$ cat config.mk
export PLATFORM = sky130hd
export DESIGN_NAME = btn_sequencer
export DESIGN_NICKNAME = d
export VERILOG_FILES = /design/src/rtl/btn_sequencer.sv
export SDC_FILE = /design/constraint.sdc
export NUM_CORES = 1
export LEC_CHECK = 0
export CORE_MARGIN = 2
export CORE_UTILIZATION = 45
export DETAILED_ROUTE_END_ITERATION = 12
export RECOVER_POWER = 50
export SLEW_MARGIN = 20
export SYNTH_ARGS = -nofsm -noshare
export SYNTH_HDL_FRONTEND = slang
export SYNTH_SLANG_ARGS = --single-unit
$ cat constraint.sdc
create_clock -name clk -period 7.45 [get_ports clk]
set_clock_uncertainty 0.2 [all_clocks]
set_input_delay 0.745 -clock clk [delete_from_list [all_inputs] [get_ports clk]]
set_output_delay 0.745 -clock clk [all_outputs]
set_load 0.01 [all_outputs]
$ cat src/rtl/btn_sequencer.sv
// Scripted controller-button player: steps through a DEPTH-entry script of {hold, btns}
// words, one frame tick at a time. Define BTN_SEQ_LOOP_EN to wrap to entry 0 at end of script.
module btn_sequencer #(
  parameter int DEPTH = 32,
  parameter int AW    = $clog2(DEPTH)
) (
  input  logic          clk,
  input  logic          rst,
  input  logic          start,
  input  logic          new_frame,
  input  logic          wr_en,
  input  logic [AW-1:0] wr_addr,
  input  logic [15:0]   wr_data,
  output logic [7:0]    btns,
  output logic [AW-1:0] entry,
  output logic [15:0]   frame_cnt,
  output logic          busy,
  output logic          done
);
  typedef enum logic [1:0] {IDLE, PLAY, DONE} state_t;

  state_t      state;
  logic [15:0] mem [DEPTH];
  logic [7:0]  remaining;
  logic [AW-1:0] nxt;
  logic [15:0] first_word, nxt_word;
  logic        last;

  // Script storage survives reset so a script can be replayed after an abort.
  always_ff @(posedge clk)
    if (wr_en) mem[wr_addr] <= wr_data;

  assign first_word = mem[0];
  assign nxt        = entry + AW'(1);
  assign nxt_word   = mem[nxt];
  assign last       = (entry == AW'(DEPTH - 1));

  always_ff @(posedge clk or posedge rst) begin
    if (rst) begin
      state     <= IDLE;
      btns      <= 8'h00;
      entry     <= '0;
      frame_cnt <= 16'h0000;
      remaining <= 8'h00;
      busy      <= 1'b0;
      done      <= 1'b0;
    end else if (start) begin
      // start wins over any same-cycle frame tick, in every state
      entry     <= '0;
      frame_cnt <= 16'h0000;
      remaining <= first_word[15:8];
      if (first_word[15:8] == 8'h00) begin
        state <= DONE;
        btns  <= 8'h00;
        busy  <= 1'b0;
        done  <= 1'b1;
      end else begin
        state <= PLAY;
        btns  <= first_word[7:0];
        busy  <= 1'b1;
        done  <= 1'b0;
      end
    end else if (state == PLAY && new_frame) begin
      if (frame_cnt != 16'hFFFF) frame_cnt <= frame_cnt + 16'd1;
      if (remaining > 8'd1) begin
        remaining <= remaining - 8'd1;
      end else if (!last && nxt_word[15:8] != 8'h00) begin
        entry     <= nxt;
        remaining <= nxt_word[15:8];
        btns      <= nxt_word[7:0];
      end else begin
`ifdef BTN_SEQ_LOOP_EN
        if (first_word[15:8] != 8'h00) begin
          entry     <= '0;
          remaining <= first_word[15:8];
          btns      <= first_word[7:0];
        end else begin
          // entry 0 was cleared mid-play: nothing left to loop over
          state     <= DONE;
          btns      <= 8'h00;
          remaining <= 8'h00;
          busy      <= 1'b0;
          done      <= 1'b1;
        end
`else
        state     <= DONE;
        btns      <= 8'h00;
        remaining <= 8'h00;
        busy      <= 1'b0;
        done      <= 1'b1;
`endif
      end
    end
  end
endmodule

==> results of run 1 <==
-- area by class of cell --
cell class	count	area [um2]	area share, %
flip-flops and latches	551	16400	64.4
well taps	664	831	3.27
multi-input cells	476	5480	21.6
repair buffers	96	820	3.23
inverters	6	22.5	0.0887
clock inverters	34	380	1.50
clock buffers	70	1500	5.90
-- sequential cells by signal, summed over array words and instances (netlist names) --
register / count
mem: 512
frame_cnt: 16
btns: 8
remaining: 8
entry: 5
done: 1
state: 1
-- worst max-delay path: cells and delay by family (launching register included) --
kind / cells / cell delay [ns]
fa+ha+maj: 1 / 0.73
flops: 1 / 0.65
mux: 3 / 1.11
buf+inv: 1 / 0.56
simple gates: 3 / 0.91
compound gates: 1 / 0.47
-- through the flow --
stage / util, % / power [uW]
after global routing: 52.1 / 6670
after CTS: 52.1 / 6540
final: 52.1 / 6470
after detailed placement: 48.3 / 3700
after global placement: 48.3 / 3690
after floorplan: - / 3580
-- routing by layer --
layer / track usage, % / share of wire [%]
met1: 29.2 / 45
met2: 30.7 / 47
met3: 3.96 / 6.3
met4: 5.53 / 1.9
met5: 0 / 0
-- cell usage after synthesis, types with 12 or more instances --
cell	instances
a2111oi_0	17
a21oi_1	12
buf_2	12
clkbuf_1	22
dfrtp_1	39
edfxtp_1	512
mux2i_1	28
mux4_1	16
mux4_2	128
nand2_1	34
nand3_1	26
nand4_1	12
nor2_1	81
nor2b_1	12
o21ai_0	20
xor2_1	13
-- power by group through the flow --
| stage | Clock (uW) | Sequential [uW] | Combinational (uW) |
|---|---|---|---|
| finish | 2850 | 3450 | 177 |
| global route | 3020 | 3450 | 195 |
| CTS | 2910 | 3450 | 185 |
| detailed placement | 0 | 3510 | 185 |
| global placement | 0 | 3510 | 181 |
| floorplan | 0 | 3510 | 77.3 |
-- cell families (layout without fill, tap and decap cells) --
logic type                 count (synthesis)  count (layout)
and+or+nand+nor                          206             206
DFF                                      551             551
adders and majority gates                  5               5
AOI/OAI and AO/OA                         71              71
buffers and inverters                     64             206
muxes                                    175             175
xor gates and xnor gates                  19              19
-- final timing paths --
check                                     start                  endpoint  slack (ns)  cells after the start
max in group asynchronous                   rst      entry[0]$_DFFE_PP0P_        4.35                      3
max reg2reg                entry[0]$_DFFE_PP0P_      entry[0]$_DFFE_PP0P_        2.63                      9
min in group asynchronous                   rst       btns[5]$_DFFE_PP0P_        1.17                      3
min                        mem[0][10]$_DFFE_PP_  remaining[2]$_DFFE_PP0P_        0.34                      2
max                        entry[0]$_DFFE_PP0P_      entry[0]$_DFFE_PP0P_        2.63                      9
min reg2reg                mem[0][10]$_DFFE_PP_  remaining[2]$_DFFE_PP0P_        0.34                      2
==> results.txt, run 1 <==
Pre-antenna DRT Iters = 5
CORE AREA = 48700 um2
Ys Warns = 0
slew margin rel. = -44.2%
Max-Cap Viols = 4
Final Slew Violations = 138
# DRC = 0
placed inst area = 23500 um2
main flop type after synthesis = edfxtp_1
largest family of logic cells by synthesized area = multiplexers
Longest Clk Path Bufs = 3
power share of the combinational group = 2.7%
WP data arrival = 5.11 ns
mux contribution to synthesized area = 16.3%
most frequent cells in the layout = edfxtp_1 (512), mux4_2 (128), clkbuf_16 (58), nor2_1 (54)
status = finished, violations left
hold slack = 0.343 ns
Worst-Skew Late Latency = 0.62 ns
H-tree depth = 2
ANT nets after route = 0
wire per inst = 26.1 um
Static Leak = 0.00805 uW
Post-Syn Area per Cell = 20.3 um2
Post-DP HPWL = 29.3 mm
RD Place Congestion = 0.837
Root Driver = clkbuf_16
CP Cell Sequence = ha_4, buf_12, mux4_2, mux2i_1, nand3_1, nand4_1, nand4_1, o21ai_2, mux2_1
RSZ-0062 raised after global routing = false
Synth Area in Adders = 0.282%
fmax = 207 MHz
final setup vio count = 0
pre-CTS setup slack = 2.59 ns
Post-Synth XOR/XNOR Area = 0.852%
Post-Synthesis Cells = 1091
sequential-to-total area share from yosys stat = 73.7%
simple-gate share of the synthesized area = 4.57%
total congestion overflow = 0
post-synth net total = 1122
Crit. End Element = flop
Worst-Margin Slew = 2.16 ns
vias per inst = 5.72
Pwr Density = 255 nW/um2
Num CTS Buffers = 57
antenna violations before repair = 0
Final nets = 1219
Yosys reg bits = 551
crit share post-route = 64.7%
aggregate global-route resource usage = 19.9%
Synth area leader = edfxtp_1
io pins = 57
DP Cell Count = 1792
Hold Buf Count CTS = 0
Initial Util = 45.5%
vias in the first global route = 10900
hold crit path type = reg2reg
most common cell after layout, fill and taps aside = edfxtp_1
Syn Std Cell Area = 22200 um2
Horiz. Die Dim = 226 um
fill count = 3887
Final WS setup = 2.63 ns
switching share of power = 19.9%
row count = 81
Synth async-reset ratio = 7.08%
Non-Filler Instances = 1897
synth top area cells = edfxtp_1 (69%), mux4_2 (13%), dfrtp_1 (4.4%)
crit-path max FO = 95
area growth from synthesis to layout = 14.5%
Final Critical Period = 4.82 ns
DR vias = 10900
P_sw = 1290 uW
max incr delay on CP = 0.73 ns
final instance area = 25400 um2
Top cell by count, worst path = nand4_1
violated checks = max-capacitance violations, max-slew violations
CTS tree = built
crit path kind = reg2reg
Final Hold Viols = 0
die area = 51100 um2
number of synthesized flops with an enable pin = 512
internal power = 5180 uW
PortBufs = 56
Setup Total Neg Slack = 0 ns
crit start category = flop
DRT iter0 DRCs = 1047
n_diodes = 0
postcts setup bufs = 0
top-area cell type share of the netlist area = 69.3%
first-pass GRT wire length = 72.9 mm
worst path required time = 7.74 ns
Netlist cell types = 57
clock slew at reported path FFs = 0.06 ns
DIE HEIGHT = 226 um
CTS Sinks = 551
clock share of power = 44.0%
Reg power frac = 53.3%
Slowest-stage cell, CP = ha_4
share of layout cells above drive strength 1 = 23.0%
pin count of the biggest net entering global routing = 114
Peak supply drop = 151 uV
post-cts sizing count = 0
post-synthesis compound-gate area fraction = 2.14%
WL final = 49.4 mm
Power figures use the tool's default switching activity.
==> run 2: changes to the inputs <==
==> constraint.sdc (replaced) <==
create_clock -name clk -period 4.1 [get_ports clk]
set_clock_uncertainty 0.2 [all_clocks]
set_input_delay 0.41 -clock clk [delete_from_list [all_inputs] [get_ports clk]]
set_output_delay 0.41 -clock clk [all_outputs]
set_load 0.01 [all_outputs]
==> results.txt, run 2 (synthesized netlist as in run 1, its figures left out) <==
Worst-Margin Slew = 1.50 ns (-0.666 ns)
postcts setup bufs = 0 (unchanged)
row count = 81 (unchanged)
Final nets = 1243 (+2.0%)
die area = 51100 um2 (unchanged)
Reg power frac = 53.9% (+0.6 points)
first-pass GRT wire length = 73.7 mm (+1.0%)
DIE HEIGHT = 226 um (unchanged)
Static Leak = 0.00816 uW (+1.3%)
Final Hold Viols = 0 (unchanged)
clock share of power = 43.4% (-0.6 points)
io pins = 57 (unchanged)
Pre-antenna DRT Iters = 5 (unchanged)
Multi-input gate area = 5450 um2 (-0.48%)
Num CTS Buffers = 56 (-1.8%)
CP Cell Sequence = ha_4, buf_12, mux4_2, nor2b_1, a2111oi_0, or4_1, nand4_2, o21ai_2, mux2_1
share of layout cells above drive strength 1 = 24.8% (+1.7 points)
Hold Buf Count CTS = 0 (unchanged)
vias per inst = 5.78 (+0.92%)
aggregate global-route resource usage = 20.0% (+0.092 points)
Final Critical Period = 3.89 ns (-0.935 ns)
Root Driver = clkbuf_16
metal3 WL = 3.08 mm (-1.0%)
power share of the combinational group = 2.7% (about the same)
met1 wire length = 22.2 mm (+0.58%)
DR vias = 11100 (+1.9%)
wire per inst = 26.0 um (-0.35%)
Largest regs = mem: 512 flops, frame_cnt: 16 flops
CTS tree = built
antenna violations before repair = 0 (unchanged)
Reg area = 16400 um2 (unchanged)
hold crit path type = in2async
max reg flops = 512 (unchanged)
most frequent cells in the layout = edfxtp_1 (512), mux4_2 (128), buf_4 (58), nor2_1 (57), clkbuf_16 (57)
crit start category = flop
Max-Cap Viols = 1 (-3)
vias in the first global route = 11100 (+1.6%)
H-tree depth = 2 (unchanged)
worst r2r dst = entry[0]$_DFFE_PP0P_
Top reg by flops = mem
Crit path max-delay family = compound AO/OA/AOI/OAI gates
P_sw = 2260 uW (+75%)
Top Layer Used = met4
Horiz. Die Dim = 226 um (unchanged)
most common cell after layout, fill and taps aside = edfxtp_1
CORE AREA = 48700 um2 (unchanged)
Peak supply drop = 284 uV (+88%)
ANT nets after route = 0 (unchanged)
internal power = 9370 uW (+81%)
total congestion overflow = 0 (unchanged)
switching share of power = 19.4% (-0.49 points)
final setup vio count = 0 (unchanged)
crit share post-route = 94.9% (+30 points)
clock slew at reported path FFs = 0.06 ns (about the same)
slew margin rel. = 0.207% (+44 points)
crit path to = entry[0]$_DFFE_PP0P_
r2r startpoint = entry[0]$_DFFE_PP0P_
pin count of the biggest net entering global routing = 46 (-60%)
flop2flop setup slack = 0.21 ns (-2.42 ns)
area growth from synthesis to layout = 14.9%
Final Slew Violations = 0 (-100%)
violated checks = max-capacitance violations
Longest Clk Path Bufs = 3 (unchanged)
# DRC = 0 (unchanged)
metal2 WL = 23.6 mm (+1.5%)
worst path required time = 4.37 ns (-3.37 ns)
RD Place Congestion = 0.812 (-3.0%)
status = finished, violations left
WL final = 49.7 mm (+0.60%)
PortBufs = 56 (unchanged)
CTS Sinks = 551 (unchanged)
RSZ-0062 raised after global routing = false
crit path kind = reg2reg
Pwr Total = 11600 uW (+80%)
fmax = 257 MHz (+24%)
Post-DP HPWL = 30.4 mm (+3.6%)
Worst-Skew Late Latency = 0.59 ns (-0.03 ns)
number of stages on the worst setup path = 9 (unchanged)
max incr delay on CP = 0.87 ns (+0.14 ns)
Setup Total Neg Slack = 0 ns (unchanged)
Initial Util = 45.5% (unchanged)
Slowest-stage cell, CP = a2111oi_0
DRT iter0 DRCs = 1217 (+16%)
fill count = 3821 (-1.7%)
Crit. End Element = flop
Pwr Density = 457 nW/um2 (+79%)
WP buf/inv = 1 (unchanged)
Reg2Reg Depth = 9 (unchanged)
WP data arrival = 4.16 ns (-0.95 ns)
n_diodes = 0 (unchanged)
crit-path max FO = 29 (-69%)
CP startpoint = entry[0]$_DFFE_PP0P_
## run 2: changes by cell type in the layout (fill, tap and decap cells not counted), sizes merged
cell,before,now
clkinv,26,18
buf,37,62
dlygate4sd3,6,4
clkbuf,85,88
## run 2: layout make-up
| type | count | share of cell area (%) |
|---|---|---|
| Clock buffer | 71 | 5.81 |
| Clock inverter | 26 | 1.28 |
| Inverter | 6 | 0.0884 |
| Multi-Input combinational cell | 476 | 21.4 |
| Sequential cell | 551 | 64.2 |
| Tap cell | 664 | 3.26 |
| Timing Repair Buffer | 121 | 3.93 |
## run 2: stage by stage
step / worst slack (ns) / instances / hold slack, ns / util [%] / cell area (um2)
after global placement: 0.239 / 1818 / 0.313 / 48.7 / 23800
after global routing: 0.0310 / 1915 / 0.292 / 52.2 / 25500
final: 0.211 / 1915 / 0.233 / 52.2 / 25500
after detailed placement: 0.212 / 1818 / 0.316 / 48.7 / 23800
after floorplan: 0.748 / 1091 / 0.266 / - / 22200
after CTS: 0.199 / 1915 / 0.118 / 52.4 / 25600
## run 2: worst min path at each step
stage | start | to | slack [ns] | depth (start not counted)
2_1_floorplan | mem[0][12]$_DFFE_PP_ | remaining[4]$_DFFE_PP0P_ | 0.27 | 2
3_3_place_gp | mem[0][9]$_DFFE_PP_ | remaining[1]$_DFFE_PP0P_ | 0.31 | 2
3_5_place_dp | mem[0][9]$_DFFE_PP_ | remaining[1]$_DFFE_PP0P_ | 0.32 | 2
4_1_cts | rst | state[0]$_DFFE_PP0P_ | 0.12 | 2
5_1_grt | rst | state[0]$_DFFE_PP0P_ | 0.29 | 2
6_report | rst | state[0]$_DFFE_PP0P_ | 0.23 | 2
## run 2: per-layer routing
metal | vias to the layer above | global-route usage [%]
li1 | 4754 | -
met1 | 5877 | 29.5
met2 | 376 | 31.4
met3 | 56 | 3.79
met4 | 0 | 4.36
met5 | - | 0
## run 2: repair_timing
| item | CTS | global route |
|---|---|---|
| resized for setup | 0 | 1 |
| endpoints found under the setup margin | 0 | 1 |
| hold endpoints to repair | 0 | 0 |
## run 2: power groups by stage
stage	registers (uW)	clock network (uW)	logic, uW
after floorplan	6370	0	140
after global placement	6380	0	325
after detailed placement	6380	0	333
after CTS	6270	5160	334
after global routing	6270	5370	352
final	6260	5050	319
==> run 3: changes to the inputs <==
--- a/config.mk
+++ b/config.mk
@@ -5,9 +5,11 @@
 export SDC_FILE = /design/constraint.sdc
 export NUM_CORES = 1
 export LEC_CHECK = 0
+export ABC_CLOCK_PERIOD_IN_PS = 4100
 export CORE_MARGIN = 2
-export CORE_UTILIZATION = 45
+export CORE_UTILIZATION = 55
 export DETAILED_ROUTE_END_ITERATION = 12
+export PLACE_DENSITY = 0.75
 export RECOVER_POWER = 50
 export SLEW_MARGIN = 20
 export SYNTH_ARGS = -nofsm -noshare
==> results.txt, run 3 (synthesized netlist as in run 1, its figures left out) <==
Max-Cap Viols = 2 (+1)
Final Critical Period = 3.90 ns (+0.00741 ns)
row count = 73 (-9.9%)
CTS tree = built
crit-path max FO = 28 (-3.4%)
Worst-Margin Slew = 2.29 ns (+0.796 ns)
Num CTS Buffers = 53 (-5.4%)
H-tree depth = 2 (unchanged)
pin count of the biggest net entering global routing = 60 (+30%)
fmax = 257 MHz (-0.19%)
DIE HEIGHT = 205 um (-9.4%)
Pre-antenna DRT Iters = 5 (unchanged)
area growth from synthesis to layout = 13.4%
met3 Use GR = 4.18% (+0.40 points)
worst path required time = 4.38 ns (about the same)
max reg flops = 512 (unchanged)
RD Place Congestion = 0.861 (+6.0%)
hold crit path type = reg2reg
CORE AREA = 39700 um2 (-18%)
Setup Total Neg Slack = 0 ns (unchanged)
Static Leak = 0.00810 uW (-0.66%)
Largest regs = mem: 512 flops, frame_cnt: 16 flops
gr busiest metal = met2
GRT met2 Usage = 39.0% (+7.6 points)
io pins = 57 (unchanged)
aggregate global-route resource usage = 24.3% (+4.3 points)
Longest Clk Path Bufs = 3 (unchanged)
ANT nets after route = 0 (unchanged)
Root Driver = clkbuf_16
antenna violations before repair = 0 (unchanged)
wire per inst = 27.7 um (+6.5%)
violated checks = max-capacitance violations, max-slew violations
crit start category = flop
Final nets = 1242 (-0.080%)
RSZ-0062 raised after global routing = false
most frequent cells in the layout = edfxtp_1 (512), mux4_2 (128), nor2_1 (71), buf_4 (60), clkbuf_16 (54)
DRT iter0 DRCs = 1260 (+3.5%)
postcts setup bufs = 0 (unchanged)
n_diodes = 0 (unchanged)
slew margin rel. = -52.8% (-53 points)
first-pass GRT wire length = 73.5 mm (-0.14%)
Core Util, Final = 63.3% (+11 points)
most common cell after layout, fill and taps aside = edfxtp_1
CTS Sinks = 551 (unchanged)
clock slew at reported path FFs = 0.06 ns (about the same)
final setup vio count = 0 (unchanged)
DR vias = 11300 (+2.3%)
Crit. End Element = flop
Peak supply drop = 328 uV (+16%)
vias per inst = 6.36 (+10%)
fill count = 2625 (-31%)
Top reg by flops = mem
PortBufs = 56 (unchanged)
Pwr Density = 448 nW/um2 (-1.8%)
crit share post-route = 95.0% (+0.18 points)
total congestion overflow = 0 (unchanged)
Final Hold Viols = 0 (unchanged)
Final Slew Violations = 73 (+73)
Horiz. Die Dim = 205 um (-9.4%)
WL final = 49.2 mm (-1.0%)
crit path kind = reg2reg
# DRC = 0 (unchanged)
WP data arrival = 4.17 ns (about the same)
Initial Util = 55.8% (+10 points)
Hold Buf Count CTS = 0 (unchanged)
Worst-Skew Late Latency = 0.60 ns (about the same)
status = finished, violations left
post-cts sizing count = 0 (unchanged)
die area = 41900 um2 (-18%)
vias in the first global route = 11400 (+3.0%)
grt met1 use = 34.3% (+4.8 points)
share of layout cells above drive strength 1 = 23.8% (-1.0 points)
Post-DP HPWL = 29.7 mm (-2.3%)
## run 3: cell types whose count changed in the layout (fill, tap and decap cells not counted), sizes merged
cell         delta
inv             -1
bufinv          -4
buf             +2
dlygate4sd3     +2
clkinv          +7
clkbuf          -8
clkinvlp        +5
## run 3: where the power goes
group	internal [uW]	switching (uW)	leakage, uW	total, uW
sequential	6230	35.4	0.00511	6270
clock	2660	2020	0.000809	4690
combinational	106	214	0.00218	320
total	9000	2270	0.00810	11300
## run 3: worst paths after layout
kind                       cells past startpoint                        to  slack (ns)            startpoint
setup / recovery                               8      entry[0]$_DFFE_PP0P_        0.20  entry[0]$_DFFE_PP0P_
hold / removal                                 2       btns[4]$_DFFE_PP0P_        0.36   btns[4]$_DFFE_PP0P_
setup reg to reg                               8      entry[0]$_DFFE_PP0P_        0.20  entry[0]$_DFFE_PP0P_
hold reg to reg                                2       btns[4]$_DFFE_PP0P_        0.36   btns[4]$_DFFE_PP0P_
max in group asynchronous                      3      entry[0]$_DFFE_PP0P_        1.17                   rst
min in group asynchronous                      3  frame_cnt[5]$_DFFE_PP0P_        0.91                   rst
## run 3: per-stage QoR
step | hold slack [ns] | total power (uW) | cell area, um2 | instances | setup slack, ns
2_1_floorplan | 0.266 | 6510 | 22200 | 1091 | 0.748
4_1_cts | 0.0659 | 11400 | 25200 | 1779 | 0.207
3_5_place_dp | 0.351 | 6710 | 23600 | 1681 | 0.241
5_1_grt | 0.397 | 11600 | 25100 | 1779 | 0.102
6_report | 0.358 | 11300 | 25100 | 1779 | 0.203
3_3_place_gp | 0.328 | 6690 | 23600 | 1681 | 0.308
## run 3: worst max-delay path, stage by stage (launching register included)
cell	delay (ns)
dfrtp_4	0.51
ha_4	0.45
buf_4	0.42
mux4_1	0.40
a2111oi_0	0.68
or4_1	0.26
nand4_2	0.21
o21ai_2	0.30
mux2_1	0.35
## run 3: area by class of cell
cell class	count	area, um2	area share, %
Sequential cell	551	16400	65.0
Multi-Input combinational cell	476	5420	21.5
Clock buffer	65	1390	5.54
Timing Repair Buffer	123	1030	4.09
Tap cell	525	657	2.61
Clock inverter	33	277	1.10
Inverter	6	22.5	0.0896
## run 3: per-layer routing
layer / wire length, um / part of all wire [%]
met5: 0 / 0
met4: 1440 / 2.9
met1: 19500 / 40
met2: 24100 / 49
met3: 4130 / 8.4
